==> src/rtl/piso_serializer_pkg.sv <==
// Shared definitions for the serializer and its bit counter: FSM state
// encoding (matching the detector FSMs) and a clog2 helper for sizing.
package piso_serializer_pkg;

  typedef enum logic {
    ST_IDLE  = 1'b0,
    ST_SHIFT = 1'b1
  } state_e;

  // Number of bits needed to hold values 0..value-1 (at least 1).
  function automatic int clog2(input int value);
    int result;
    result = 1;
    for (int i = 1; i < 32; i++) begin
      if ((32'sd1 << i) < value) begin
        result = i + 1;
      end
    end
    return result;
  endfunction

endpackage

==> src/rtl/piso_serializer_bit_counter.sv <==
// Bit position counter for the serializer. Counts 0..WIDTH-1 while
// enabled, reloads 0 explicitly after WIDTH-1, and can be cleared
// synchronously when a new word is loaded. terminal flags WIDTH-1.
module bit_counter
  import piso_serializer_pkg::*;
#(
  parameter int WIDTH = 8
) (
  input  logic clk,
  input  logic reset,
  input  logic clear,
  input  logic enable,
  output logic terminal
);

  localparam int CW = clog2(WIDTH);
  localparam logic [CW-1:0] TERM_COUNT = CW'(WIDTH - 1);

  logic [CW-1:0] count_r;
  logic [CW-1:0] count_s;

  assign terminal = (count_r == TERM_COUNT);

  // Next count: clear wins, otherwise step with explicit wrap at WIDTH-1.
  always_comb begin
    count_s = count_r;
    if (clear) begin
      count_s = '0;
    end else if (enable) begin
      if (terminal) begin
        count_s = '0;
      end else begin
        count_s = count_r + CW'(1);
      end
    end else begin
      count_s = count_r;
    end
  end

  // Count register with asynchronous reset to zero.
  always_ff @(posedge clk or posedge reset) begin
    if (reset) begin
      count_r <= '0;
    end else begin
      count_r <= count_s;
    end
  end

endmodule

==> src/rtl/piso_serializer.sv <==
// Parallel-in/serial-out stage feeding the sequence detectors. A word is
// taken over a valid/ready handshake and sent one bit per clock on x.
// A new word may be accepted during the last bit of the current one, so
// consecutive words stream with no gap in x_valid.
module piso_serializer
  import piso_serializer_pkg::*;
#(
  parameter int WIDTH     = 8,
  parameter int MSB_FIRST = 1
) (
  input  logic             clk,
  input  logic             reset,
  input  logic [WIDTH-1:0] data_in,
  input  logic             load_valid,
  output logic             load_ready,
  output logic             x,
  output logic             x_valid,
  output logic             done
);

  state_e           state_r;
  state_e           state_s;
  logic [WIDTH-1:0] shift_r;
  logic [WIDTH-1:0] shift_s;
  logic [WIDTH-1:0] shifted_s;
  logic             terminal_s;
  logic             accept_s;
  logic             shifting_s;

  assign shifting_s = (state_r == ST_SHIFT);
  assign accept_s   = load_valid && load_ready;

  // The vacated end of the register always fills with zero, so the
  // register is empty again once the last bit has been shifted out.
  assign shifted_s = (MSB_FIRST != 0) ? {shift_r[WIDTH-2:0], 1'b0}
                                      : {1'b0, shift_r[WIDTH-1:1]};

  bit_counter #(
    .WIDTH(WIDTH)
  ) u_bit_counter (
    .clk     (clk),
    .reset   (reset),
    .clear   (accept_s),
    .enable  (shifting_s),
    .terminal(terminal_s)
  );

  // Output decode from registered state and count only; ready never
  // looks at load_valid, and x is forced low outside of SHIFT.
  always_comb begin
    load_ready = 1'b0;
    x_valid    = 1'b0;
    x          = 1'b0;
    done       = 1'b0;
    case (state_r)
      ST_IDLE: begin
        load_ready = 1'b1;
      end
      ST_SHIFT: begin
        load_ready = terminal_s;
        x_valid    = 1'b1;
        x          = (MSB_FIRST != 0) ? shift_r[WIDTH-1] : shift_r[0];
        done       = terminal_s;
      end
      default: begin
        load_ready = 1'b1;
      end
    endcase
  end

  // Next-state and shift register update; unknown states fall back to IDLE.
  always_comb begin
    state_s = state_r;
    shift_s = shift_r;
    case (state_r)
      ST_IDLE: begin
        if (accept_s) begin
          state_s = ST_SHIFT;
          shift_s = data_in;
        end else begin
          state_s = ST_IDLE;
        end
      end
      ST_SHIFT: begin
        if (accept_s) begin
          state_s = ST_SHIFT;
          shift_s = data_in;
        end else if (terminal_s) begin
          state_s = ST_IDLE;
          shift_s = shifted_s;
        end else begin
          state_s = ST_SHIFT;
          shift_s = shifted_s;
        end
      end
      default: begin
        state_s = ST_IDLE;
        shift_s = '0;
      end
    endcase
  end

  // State and shift registers; reset abandons any word in flight.
  always_ff @(posedge clk or posedge reset) begin
    if (reset) begin
      state_r <= ST_IDLE;
      shift_r <= '0;
    end else begin
      state_r <= state_s;
      shift_r <= shift_s;
    end
  end

endmodule

==> config.mk <==
export PLATFORM = sky130hd
export DESIGN_NAME = piso_serializer
export DESIGN_NICKNAME = d
export VERILOG_FILES = /design/src/rtl/piso_serializer_pkg.sv /design/src/rtl/piso_serializer_bit_counter.sv /design/src/rtl/piso_serializer.sv
export SDC_FILE = /design/constraint.sdc
export NUM_CORES = 1
export LEC_CHECK = 0
export CORE_ASPECT_RATIO = 1.5
export CORE_MARGIN = 5
export CORE_UTILIZATION = 63
export DETAILED_ROUTE_END_ITERATION = 10
export GPL_ROUTABILITY_DRIVEN = 1
export PLACE_DENSITY_LB_ADDON = 0.15
export SLEW_MARGIN = 20
export SYNTH_ARGS = -nofsm -noshare
export SYNTH_HDL_FRONTEND = slang
export SYNTH_SLANG_ARGS = --single-unit
==> constraint.sdc <==
create_clock -name clk -period 3.45 [get_ports clk]
set_input_delay 0.345 -clock clk [delete_from_list [all_inputs] [get_ports clk]]
set_output_delay 0.345 -clock clk [all_outputs]
set_load 0.03 [all_outputs]
# Word level (Yosys, flattened, before mapping)
# Cells that the tools add are included.
[classes] n_mux=14 eq_ne=2 reduce_logical=2 bitwise_logic=1 add_sub_neg=1
[ops] op="2-to-1 mux 32 bit" n=3
[ops] op="adder 32 x 1 -> 32 bit, second input constant" n=1
[ops] op="equality test 32 x 3 -> 1 bit, second input constant" n=1
[ops] op="2-to-1 mux 8 bit" n=2
[ops] op="case mux 8 bit (2 select lines)" n=1
[ops] op="2-to-1 mux 1 bit" n=6
[ops] op="case mux 1 bit (2 select lines)" n=2
[ops] op="!= test 2 bit, second input constant" n=1
[ops] op="nonzero test 2 bit" n=1
[ops] op="logical AND 1 bit" n=1
[ops] op="NOT 1 bit" n=1
[word_totals] register_bits=41 output_inout_bits=4 in_bits=11

# Logic depth before layout (Yosys ltp)
# Gate-level depths: netlist of run 1.
[depth] word_depth=5 mapped_depth=8 depth_no_buf=7

# Cells and area by module
# Synthesis of run 1 repeated with hierarchy kept, for this count alone.
[unflattened] cells_unflattened=243 area_unflattened_um2=2244.7
[by_module_without_submodules] mod="bit_counter" n_inst=1 cells_per_inst=191 seq_area_each_um2=800.8 area_per_inst_um2=1719.1
[by_module_without_submodules] mod="piso_serializer" n_inst=1 cells_per_inst=52 seq_area_each_um2=225.2 area_per_inst_um2=525.5

# Worst setup path before layout of run 1
# Ideal clock, no wire load.
[synth_timing] path_type="flip-flop to flip-flop" startpoint="reg u_bit_counter.count_r[0]" endpoint="reg u_bit_counter.count_r[27]" required_time_ps=3332 setup_ps=118 slack_ps=1554 stages_incl_launch_ff=9 arrival_ps=1778 path_cell_list="dfrtp_1 ha_1 nor4bb_1 and4_4 a21boi_4 inv_2 buf_2 nor3_1 a21o_1"
[synth_between] elab_chain_cells=4
[synth_rtl] element="start, declared" line_no="piso_serializer_bit_counter.sv:19" source="logic [CW-1:0] count_r;"
[synth_rtl] element="start signal, assigned" line_no="piso_serializer_bit_counter.sv:45" source="count_r <= count_s;"
[synth_rtl] element="equality test 32 x 3 -> 1 bit (*)" line_no="piso_serializer_bit_counter.sv:22" source="assign terminal = (count_r == TERM_COUNT);"
[synth_rtl] element="case mux 1 bit (2 select lines) (*)" line_no="piso_serializer.sv:55" source="case (state_r)"
[synth_rtl] element="named net load_ready" line_no="piso_serializer.sv:15" source="output logic load_ready,"
[synth_rtl] element="logical AND 1 bit (*)" line_no="piso_serializer.sv:31" source="assign accept_s = load_valid && load_ready;"
[synth_rtl] element="2-to-1 mux 32 bit / nonzero test 2 bit (equally long branches)"
# Mark *: on every way through the listed nets, which the timed path passes. The rest lies on a longest branch. The select of a mux whose other input is x is not followed.
# A chain may end at the register's enable or synchronous reset.

# Worst setup path after layout of run 1
[layout_timing] startpoint="reg u_bit_counter.count_r[0]" endpoint="out done"
[layout_between] elab_chain_cells=2
[layout_rtl] element="equality test 32 x 3 -> 1 bit" line_no="piso_serializer_bit_counter.sv:22"
[layout_rtl] element="2-to-1 mux 1 bit" line_no="piso_serializer.sv:55"
[layout_rtl] element="end, declared" line_no="piso_serializer.sv:18" source="output logic done"
# No other way between the ends.

==> results of run 1 <==
[cells in the mapped netlist, drive strengths merged (6+ instances only)]
cell    count  area share (%)
a21oi      12             2.5
mux2i      11             4.6
nand2      33             5.3
nand3      15             3.3
nor2       13             2.0
a31o        9             3.3
o22ai       7             1.8
a41oi       6             2.2
inv         8             1.3
and3        7             1.8
a21o        7             2.2
o21ai       9             1.9
a31oi      19             4.9
nand4       8             2.3
clkbuf     10             1.6
nor4        9             3.6
buf         8             1.7
dfrtp      41              43
[final timing paths]
kind / from / end / slack (ps) / depth (start not counted)
max: u_bit_counter.count_r[0]$_DFFE_PP0P_ / done / 720 / 5
min: reset / u_bit_counter.count_r[21]$_DFFE_PP0P_ / 490 / 3
max reg2reg: u_bit_counter.count_r[0]$_DFFE_PP0P_ / shift_r[2]$_DFFE_PP0P_ / 1140 / 8
min reg2reg: u_bit_counter.count_r[24]$_DFFE_PP0P_ / u_bit_counter.count_r[24]$_DFFE_PP0P_ / 520 / 1
max in group asynchronous: reset / u_bit_counter.count_r[24]$_DFFE_PP0P_ / 2590 / 3
min in group clk: u_bit_counter.count_r[24]$_DFFE_PP0P_ / u_bit_counter.count_r[24]$_DFFE_PP0P_ / 520 / 1
[kinds of logic (layout without fill, tap and decap cells)]
kind of cell,Yosys count,count (layout)
and+or+nand+nor,103,103
xor gates and xnor gates,1,1
buffers and inverters,26,35
AOI/OAI and AO/OA,81,81
adders and majority gates,1,1
muxes,11,11
DFF,41,41
[per-stage QoR]
stage                     area, µm²  setup WS, ps  instances
after floorplan                2400          1550        264
after global placement         2560          1070        308
after detailed placement       2560          1020        308
after CTS                      2670           693        316
after global routing           2670           588        316
final                          2670           723        316
[metal layers]
| metal | GRT usage (%) | vias to the layer above | part of all wire (%) |
|---|---|---|---|
| met1 | 28.9 | 1025 | 41 |
| li1 | - | 1021 | - |
| met2 | 40.9 | 57 | 53 |
| met3 | 3.92 | 6 | 4.7 |
| met4 | 8.09 | 0 | 1.5 |
| met5 | 0 | - | 0 |
[cells in the final DEF, fill, tap and decap left out, types with 9 or more instances in the layout]
cell	instances
a31o_2	9
o21ai_0	9
a21oi_1	12
nand2_1	32
clkdlybuf4s50_1	14
mux2i_1	11
a31oi_1	19
dfrtp_1	41
nand3_1	14
nor2_1	13
[layout make-up]
type	instances	area [µm²]
well taps	43	53.8
flip-flops and latches	41	1030
inverters	8	30.0
clock inverters	1	30.0
repair buffers	19	178
fillers	295	1010
multi-input cells	197	1270
clock buffers	7	86.3
[power groups by stage]
stage | registers, mW | logic (mW) | clock network (mW)
2_1_floorplan | 0.490 | 0.0173 | 0
3_3_place_gp | 0.490 | 0.0337 | 0
3_5_place_dp | 0.490 | 0.0343 | 0
4_1_cts | 0.480 | 0.0346 | 0.404
5_1_grt | 0.480 | 0.0374 | 0.426
6_report | 0.480 | 0.0339 | 0.394
[flip-flops by register name (all words and copies together) (netlist names)]
register	flops
shifting_s	1
u_bit_counter.count_r	32
shift_r	8
[worst min-delay path: cells and delay by family]
kind                   cells  cell delay, ps
buffers and inverters      3             890
==> metrics.md, run 1 <==
| Metric | Value |
|---|---|
| Outcome | `completed` |
| Hold Fails Final Rpt | `0` |
| Number of remaining DRC errors | `0` |
| Post-synthesis mux area share | `4.58%` |
| Antenna-violating nets left | `0` |
| #FFs+latches synth | `41` |
| Layout cell share with drive strength beyond 1 | `11.7%` |
| Clock Power Share | `43.4%` |
| CP Max Fanout | `5` |
| Vias | `2,109` |
| Root buffer cell | `clkbuf_8` |
| CP cell instances | `ha_1 -> nor4bb_1 -> and4_4 -> and3_1 -> clkdlybuf4s50_1` |
| Clock Skews | `just over 7 ps` |
| Width of the chip | `between 60 and 70 µm` |
| CTS buffer count | `5` |
| Post-Synth Adder-Cell Area | `0.521%` |
| Mean area per synthesized cell | `9.10 µm²` |
| Area growth, synth to finish | `11.2%` |
| Global-route wire length before repair | `between 9 and 10 mm` |
| Hold WS | `492 ps` |
| Setup crit end kind | `primary output` |
| Clk slew on worst S/H paths | `80 ps` |
| Hold buffers post-CTS | `0` |
| Pleak | `roughly 1.2 nW` |
| Routed wire length | `5.50 mm` |
| Slew Viols, Final | `0` |
| Final core occ | `72.6%` |
| Worst IR Drop VDD | `377 µV` |
| # clock sinks | `41` |
| Switch Pwr | `0.177 mW` |
| DRT Pass-1 Iters | `4` |
| Synth Cell Area | `2400 µm²` |
| Finish-stage setup viols | `0` |
| DP HPWL | `3.70 mm` |
| CP max stage cell | `clkdlybuf4s50_1` |
| Iter 0 DRT Violations | `92` |
| Post-Synth Simple-Gate Area | `around a quarter` |
| Fin nets | `between 200 and 300` |
| Worst path arrival time | `about 2400 ps` |
| Via density | `6.67` |
| Pwr dens | `340 nW/µm²` |
| Fmax | `around 370 MHz` |
| Crit path max-delay family | `simple AND/OR/NAND/NOR gates` |
| Total core area | `approximately 3700 µm²` |
| Pint | `about 0.73 mW` |
| Max Cap Viol | `0` |
| RePlAce Congestion | `0.772` |
| Total gr overflow | `0` |
| IO Pins | `15` |
| Vias in the first global route | `2,007` |
| Synth async-reset ratio | `100%` |
| Worst path bufs/invs | `1` |
| Net Sw Frac | `19.4%` |
| Yosys warnings | `0` |
| Synth cell types | `between 40 and 50` |
| IO Port Bufs | `14` |
| H-tree depth | `2` |
| Die height | `85.6 µm` |
| Initial antenna violation count | `0` |
| Total track usage | `23.6%` |
| Worst Hold Class | `input port to asynchronous set/reset pin` |
| Crit path launch type | `flop` |
| Post-CTS setup buffers | `0` |
| Synth Area in Compound Gates | `a little under a quarter` |
| CTS tree | `built` |
| WP data required | `just over 3000 ps` |
| XOR/XNOR Fraction of Synth Area | `0.365%` |
| Combinational share of power | `3.7%` |
| Ant. Diodes | `0` |
| Gate Count Post-Synth | `264` |
| DR WL/cell | `about 17 µm` |
| Largest net degree at the start of global routing | `52` |
| Number of flops mapped to enable cells by yosys | `0` |
| Rows | `27` |
| Post-synth top flop | `dfrtp_1` |
| Worst slew margin | `45.6%` |
| Largest family of logic cells by synthesized area | `simple AND/OR/NAND/NOR gates` |
| Critical path type | `flop to primary output` |
| Syn Nets | `276` |
| Minimum clock period | `2730 ps` |
| Post-cts gate resize count | `0` |
| Setup TNS Final | `0 ps` |
| Starting Density | `about two thirds` |
| Max Buffers Root-to-Sink | `2` |
| Tot Pwr | `approximately 0.91 mW` |
| Worst slew pin tran | `813 ps` |
| Sequential power share | `52.9%` |
| Max incr delay on CP | `around 670 ps` |
| Die Area | `approximately 5200 µm²` |
| Sequential fraction of the synthesis area | `between 40% and 50%` |
| Clock Latency Late Sink | `290 ps` |
| Crit share post-route | `between 70% and 80%` |
| RSZ-0062 raised after global routing | `no` |
(Power assumes the default switching activity.)
==> inputs of run 2 (changes only) <==
CORE_UTILIZATION = 53   (was 63)
clock period = 2.4 ns   (was 3.45 ns; I/O delays follow)
==> run 2 against run 1 <==
  * Via count is 0.62% higher
  * Non-clock buffer count is 4 higher
  * Largest power group unchanged
  * Sequential cell count stayed put
  * Worst hold slack worse by 130 ps
  * Die area is 16% higher
  * Routed wire length is 2.4% higher
  * Cell area is 1.4% higher
  * Sequential power is 44% higher
  * Global-route usage is 3.2 points lower
  * Cell count is 2.8% higher
  * First-iteration DRC count is 2.2% higher
==> metrics.md, run 2 (synthesized netlist as in run 1, its figures left out) <==
| Metric | Value |
|---|---|
| Fill cells | `393` |
| Slew Viols, Final | `0` |
| Worst IR Drop VDD | `282 µV` |
| Iter 0 DRT Violations | `94` |
| Hold Fails Final Rpt | `0` |
| R2R Path End | `shift_r[1]$_DFFE_PP0P_` |
| Minimum clock period | `2270 ps` |
| IO Port Bufs | `14` |
| Routed wire length | `5.64 mm` |
| Total track usage | `20.4%` |
| CTS tree | `built` |
| RePlAce Congestion | `roughly 0.8` |
| DP HPWL | `3.85 mm` |
| Rows | `30` |
| Commonest cells after routing, fill and taps aside | `dfrtp_1, nand2_1, a31oi_1` |
| Width of the chip | `65.0 µm` |
| CTS buffer count | `5` |
| Initial antenna violation count | `0` |
| FF-to-FF setup slack | `220 ps` |
| WP data required | `2160 ps` |
| Fin area | `2710 µm²` |
| Fmax | `about 440 MHz` |
| Clock Skews | `12.2 ps` |
| Placed instance area | `2590 µm²` |
| H-tree depth | `2` |
| Root buffer cell | `clkbuf_8` |
| Most common cell after layout, fill and taps aside | `dfrtp_1` |
| DRT Pass-1 Iters | `4` |
| Clk slew on worst S/H paths | `90 ps` |
| Setup TNS Final | `0 ps` |
| DR WL/cell | `17.3 µm` |
| Placed cells | `317` |
| Pwr dens | `490 nW/µm²` |
| Post-CTS setup buffers | `0` |
| Total core area | `about 4500 µm²` |
| Worst path arrival time | `2030 ps` |
| Critical path type | `flop to primary output` |
| Finished Layout Cells | `325` |
| Max reg flops | `32` |
| Layout cell share with drive strength beyond 1 | `13.4%` |
| Vias in the first global route | `between 2,000 and 2,500` |
| Final core occ | `60.7%` |
| Antenna-violating nets left | `0` |
| Crit share post-route | `94.7%` |
| CP Max Fanout | `5` |
| Global-route wire length before repair | `9.67 mm` |
| RSZ-0062 raised after global routing | `no` |
| Pleak | `between 1 and 1.5 nW` |
| Via density | `approximately 6.5` |
| Die height | `92.5 µm` |
| Clock Latency Late Sink | `about 300 ps` |
| Crit. Startpoint | `u_bit_counter.count_r[0]$_DFFE_PP0P_` |
| IO Pins | `15` |
| Worst Hold Class | `input port to asynchronous set/reset pin` |
| Reg2reg start | `u_bit_counter.count_r[0]$_DFFE_PP0P_` |
| Largest register by flop count | `u_bit_counter.count_r` |
| Depth of the worst register-to-register path | `7` |
| Hold buffers post-CTS | `0` |
| Total gr overflow | `0` |
| Die Area | `6010 µm²` |
| Area growth, synth to finish | `12.8%` |
| Critical Path End | `done` |
| Worst slew margin | `65.3%` |
| Tot Pwr | `1.33 mW` |
| Max Cap Viol | `0` |
| Number of remaining DRC errors | `0` |
| Fin nets | `288` |
| Setup crit end kind | `primary output` |
| Ant. Diodes | `0` |
| Vias | `2,122` |
| Outcome | `completed` |
| Starting Density | `53.8%` |
| Crit path launch type | `flop` |
| # clock sinks | `41` |
| Largest net degree at the start of global routing | `52` |
| Worst slew pin tran | `roughly 520 ps` |
| Max Buffers Root-to-Sink | `2` |
| Finish-stage setup viols | `0` |
[run 2: changes by cell type in the layout (fill, tap and decap cells not counted)]
cell,previous run,this run
buf_4,5,9
clkbuf_1,1,0
clkdlybuf4s50_1,14,12
clkinvlp_4,0,1
dlygate4sd2_1,0,2
[run 2: how the worst min path moves through the flow]
stage,from,endpoint,slack (ps),depth (start not counted)
final,reset,u_bit_counter.count_r[16]$_DFFE_PP0P_,360,3
after global placement,u_bit_counter.count_r[30]$_DFFE_PP0P_,u_bit_counter.count_r[30]$_DFFE_PP0P_,490,1
after global routing,reset,shifting_s$_DFF_PP0_,460,3
after detailed placement,u_bit_counter.count_r[30]$_DFFE_PP0P_,u_bit_counter.count_r[30]$_DFFE_PP0P_,500,1
after floorplan,data_in[0],shift_r[0]$_DFFE_PP0P_,410,1
after CTS,reset,u_bit_counter.count_r[18]$_DFFE_PP0P_,390,3
[run 2: report_power, final]
| part | total [mW] | switching, mW | internal (mW) | leakage, nW |
|---|---|---|---|---|
| sequential | 0.690 | 0 | 0.690 | 0.422 |
| clock | 0.589 | 0.251 | 0.338 | 0.0574 |
| combinational | 0.0490 | 0.0256 | 0.0233 | 0.724 |
[run 2: critical path: stages, from the launching register on]
cell and delay, ps:
dfrtp_1 400, ha_1 220, nor4bb_1 290, and4_4 290, and3_1 150, dlygate4sd2_1 390
[run 2: layout make-up]
type	count	area [µm²]	area share, %
multi-input cells	197	1270	46.8
inverters	8	30.0	1.11
clock inverters	2	37.5	1.39
flip-flops and latches	41	1030	37.9
repair buffers	23	205	7.57
clock buffers	6	82.6	3.05
well taps	48	60.1	2.22
[run 2: per-layer routing]
metal,share of wire (%),track usage (%)
met1,42,24.7
met2,53,36.0
met3,3.1,2.67
met4,1.4,7.94
met5,0,0
[run 2: metrics by stage]
| step | setup WS [ps] | hold slack (ps) |
|---|---|---|
| 3_3_place_gp | 190 | 492 |
| 6_report | 127 | 362 |
| 4_1_cts | 113 | 388 |
| 2_1_floorplan | 504 | 409 |
| 3_5_place_dp | 164 | 504 |
| 5_1_grt | 15.0 | 463 |
[run 2: what timing repair did]
| item | 4_1_cts | 5_1_grt |
|---|---|---|
| endpoints found under the setup margin | 2 | 0 |
| gates resized for setup | 2 | 0 |
| endpoints found under the hold margin | 0 | 0 |
==> inputs of run 3 (changes only) <==
HOLD_SLACK_MARGIN = 0.1   (was unset)
SETUP_SLACK_MARGIN = 0.3   (was unset)
==> run 3 against run 2 <==
  * Global-route usage rose by 0.15 points
  * Fmax increased by 12%
  * Via count rose by 1.2%
  * Non-clock buffer count is 2 higher
  * Combinational power is 1% higher
  * Routed wire length grew 0.98%
  * Sequential share of layout area decreased by 0.45 points
  * Core utilization rose by 0.81 points
  * Clock power increased by 0.7%
  * Critical endpoint is now u_bit_counter.count_r[31]$_DFFE_PP0P_
  * Largest cell class unchanged
  * Highest routed layer unchanged
==> metrics.md, run 3 (synthesized netlist as in run 1, its figures left out) <==
| Metric | Value |
|---|---|
| Pwr dens | `485 nW/µm²` |
| Global-route wire length before repair | `9.74 mm` |
| Max reg flops | `32` |
| DR WL/cell | `17.4 µm` |
| Total gr overflow | `0` |
| Total core area | `4470 µm²` |
| Clock Latency Late Sink | `300 ps` |
| Fin worst setup slack | `about 370 ps` |
| R2R Path End | `u_bit_counter.count_r[31]$_DFFE_PP0P_` |
| Fin nets | `slightly below 300` |
| Largest register by flop count | `u_bit_counter.count_r` |
| CTS buffer count | `5` |
| Slew Viols, Final | `0` |
| Max incr delay on CP | `510 ps` |
| Storage cell area | `1030 µm²` |
| H-tree depth | `2` |
| Outcome | `completed` |
| Worst slew pin tran | `532 ps` |
| Iter 0 DRT Violations | `92` |
| Die height | `92.5 µm` |
| DRT Pass-1 Iters | `4` |
| Commonest cells after routing, fill and taps aside | `dfrtp_1, nand2_1, a31oi_1` |
| Root buffer cell | `clkbuf_8` |
| Fmax | `between 400 and 500 MHz` |
| Minimum clock period | `2030 ps` |
| Finish-stage setup viols | `0` |
| Largest net degree at the start of global routing | `52` |
| Tot Pwr | `1.33 mW` |
| Vias | `between 2,000 and 2,500` |
| Worst slew margin | `between 60% and 70%` |
| CTS tree | `built` |
| Setup crit end kind | `flop` |
| RSZ-0062 raised after global routing | `no` |
| IO Port Bufs | `14` |
| Crit path max-delay family | `simple AND/OR/NAND/NOR gates` |
| Worst path arrival time | `2270 ps` |
| Placement Setup Slack | `164 ps` |
| Starting Density | `53.8%` |
| Vias in the first global route | `about 2,100` |
| Setup TNS Final | `0 ps` |
| Worst Hold Class | `input port to asynchronous set/reset pin` |
| IO Pins | `15` |
| Critical path type | `flop to flop` |
| Max Buffers Root-to-Sink | `2` |
| Rows | `30` |
| Width of the chip | `about 65 µm` |
| Antenna-violating nets left | `0` |
| CP Max Fanout | `18` |
| WP data required | `2630 ps` |
| CP cell instances | `ha_2 -> nor4bb_1 -> and4_4 -> a21boi_4 -> inv_2 -> buf_6 -> or4_1 -> nand3_1` |
| Worst path bufs/invs | `2` |
| Number of remaining DRC errors | `0` |
| Hold buffers post-CTS | `0` |
| Fill cells | `388` |
| Total track usage | `20.6%` |
| Area growth, synth to finish | `14.3%` |
| Reg2reg start | `u_bit_counter.count_r[1]$_DFFE_PP0P_` |
| Clock Skews | `9.47 ps` |
| Initial antenna violation count | `0` |
| Worst IR Drop VDD | `around 280 µV` |
| Ant. Diodes | `0` |
| FF-to-FF setup slack | `between 300 and 400 ps` |
| Via density | `6.57` |
| DP HPWL | `3.85 mm` |
| Crit share post-route | `84.6%` |
| Pleak | `1.21 nW` |
| Layout cell share with drive strength beyond 1 | `about 16%` |
| Multi-input logic area | `1290 µm²` |
| RePlAce Congestion | `0.784` |
| # clock sinks | `41` |
| Most common cell after layout, fill and taps aside | `dfrtp_1` |
| Crit. Startpoint | `u_bit_counter.count_r[1]$_DFFE_PP0P_` |
| Routed wire length | `roughly 5.7 mm` |
| Hold Fails Final Rpt | `0` |
| Crit path launch type | `flop` |
| CP max stage cell | `or4_1` |
| Depth of the worst register-to-register path | `8` |
| Die Area | `6010 µm²` |
| Max Cap Viol | `0` |
| Clk slew on worst S/H paths | `90 ps` |
==> run 3: cell type report <==
cell class	instances	share of cell area, %
clock buffers	6	3.01
clock inverters	2	1.37
inverters	8	1.09
multi-input cells	197	46.8
flip-flops and latches	41	37.4
well taps	48	2.19
repair buffers	25	8.11
==> run 3: worst max-delay path by stage <==
stage	to	slack (ps)	cells past startpoint
floorplan	u_bit_counter.count_r[27]$_DFFE_PP0P_	500	8
global placement	done	190	5
detailed placement	done	160	5
CTS	u_bit_counter.count_r[31]$_DFFE_PP0P_	320	8
global route	done	280	5
finish	u_bit_counter.count_r[31]$_DFFE_PP0P_	370	8
==> run 3: worst min-delay path, cell delays in order <==
cell             delay (ps)
clkdlybuf4s50_1         390
inv_1                    50
buf_4                   440
==> run 3: power by group <==
group / internal [mW] / total [mW] / switching (mW)
Combinational: 0.0234 / 0.0495 / 0.0261
Sequential: 0.690 / 0.690 / 0
Clock: 0.339 / 0.593 / 0.254
Total: 1.05 / 1.33 / 0.281
==> run 3: layer usage <==
metal	GRT usage (%)	part of all wire (%)	vias to the layer above
li1	-	-	1027
met2	36.6	53	47
met3	2.67	4.3	9
met5	0	0	-
met1	24.5	41	1064
met4	8.11	1.7	0
==> run 3: stage by stage <==
step	util, %	hold WS [ps]	cells	cell area [µm²]
2_1_floorplan	-	409	264	2400
3_3_place_gp	58.0	492	317	2590
3_5_place_dp	58.0	504	317	2590
4_1_cts	60.9	388	326	2720
5_1_grt	61.5	462	327	2750
6_report	61.5	364	327	2750
==> run 3: timing repair <==
action | CTS | global route
resized for setup | 14 | 4
endpoints found under the setup margin | 15 | 14
buffers inserted | 1 | 1
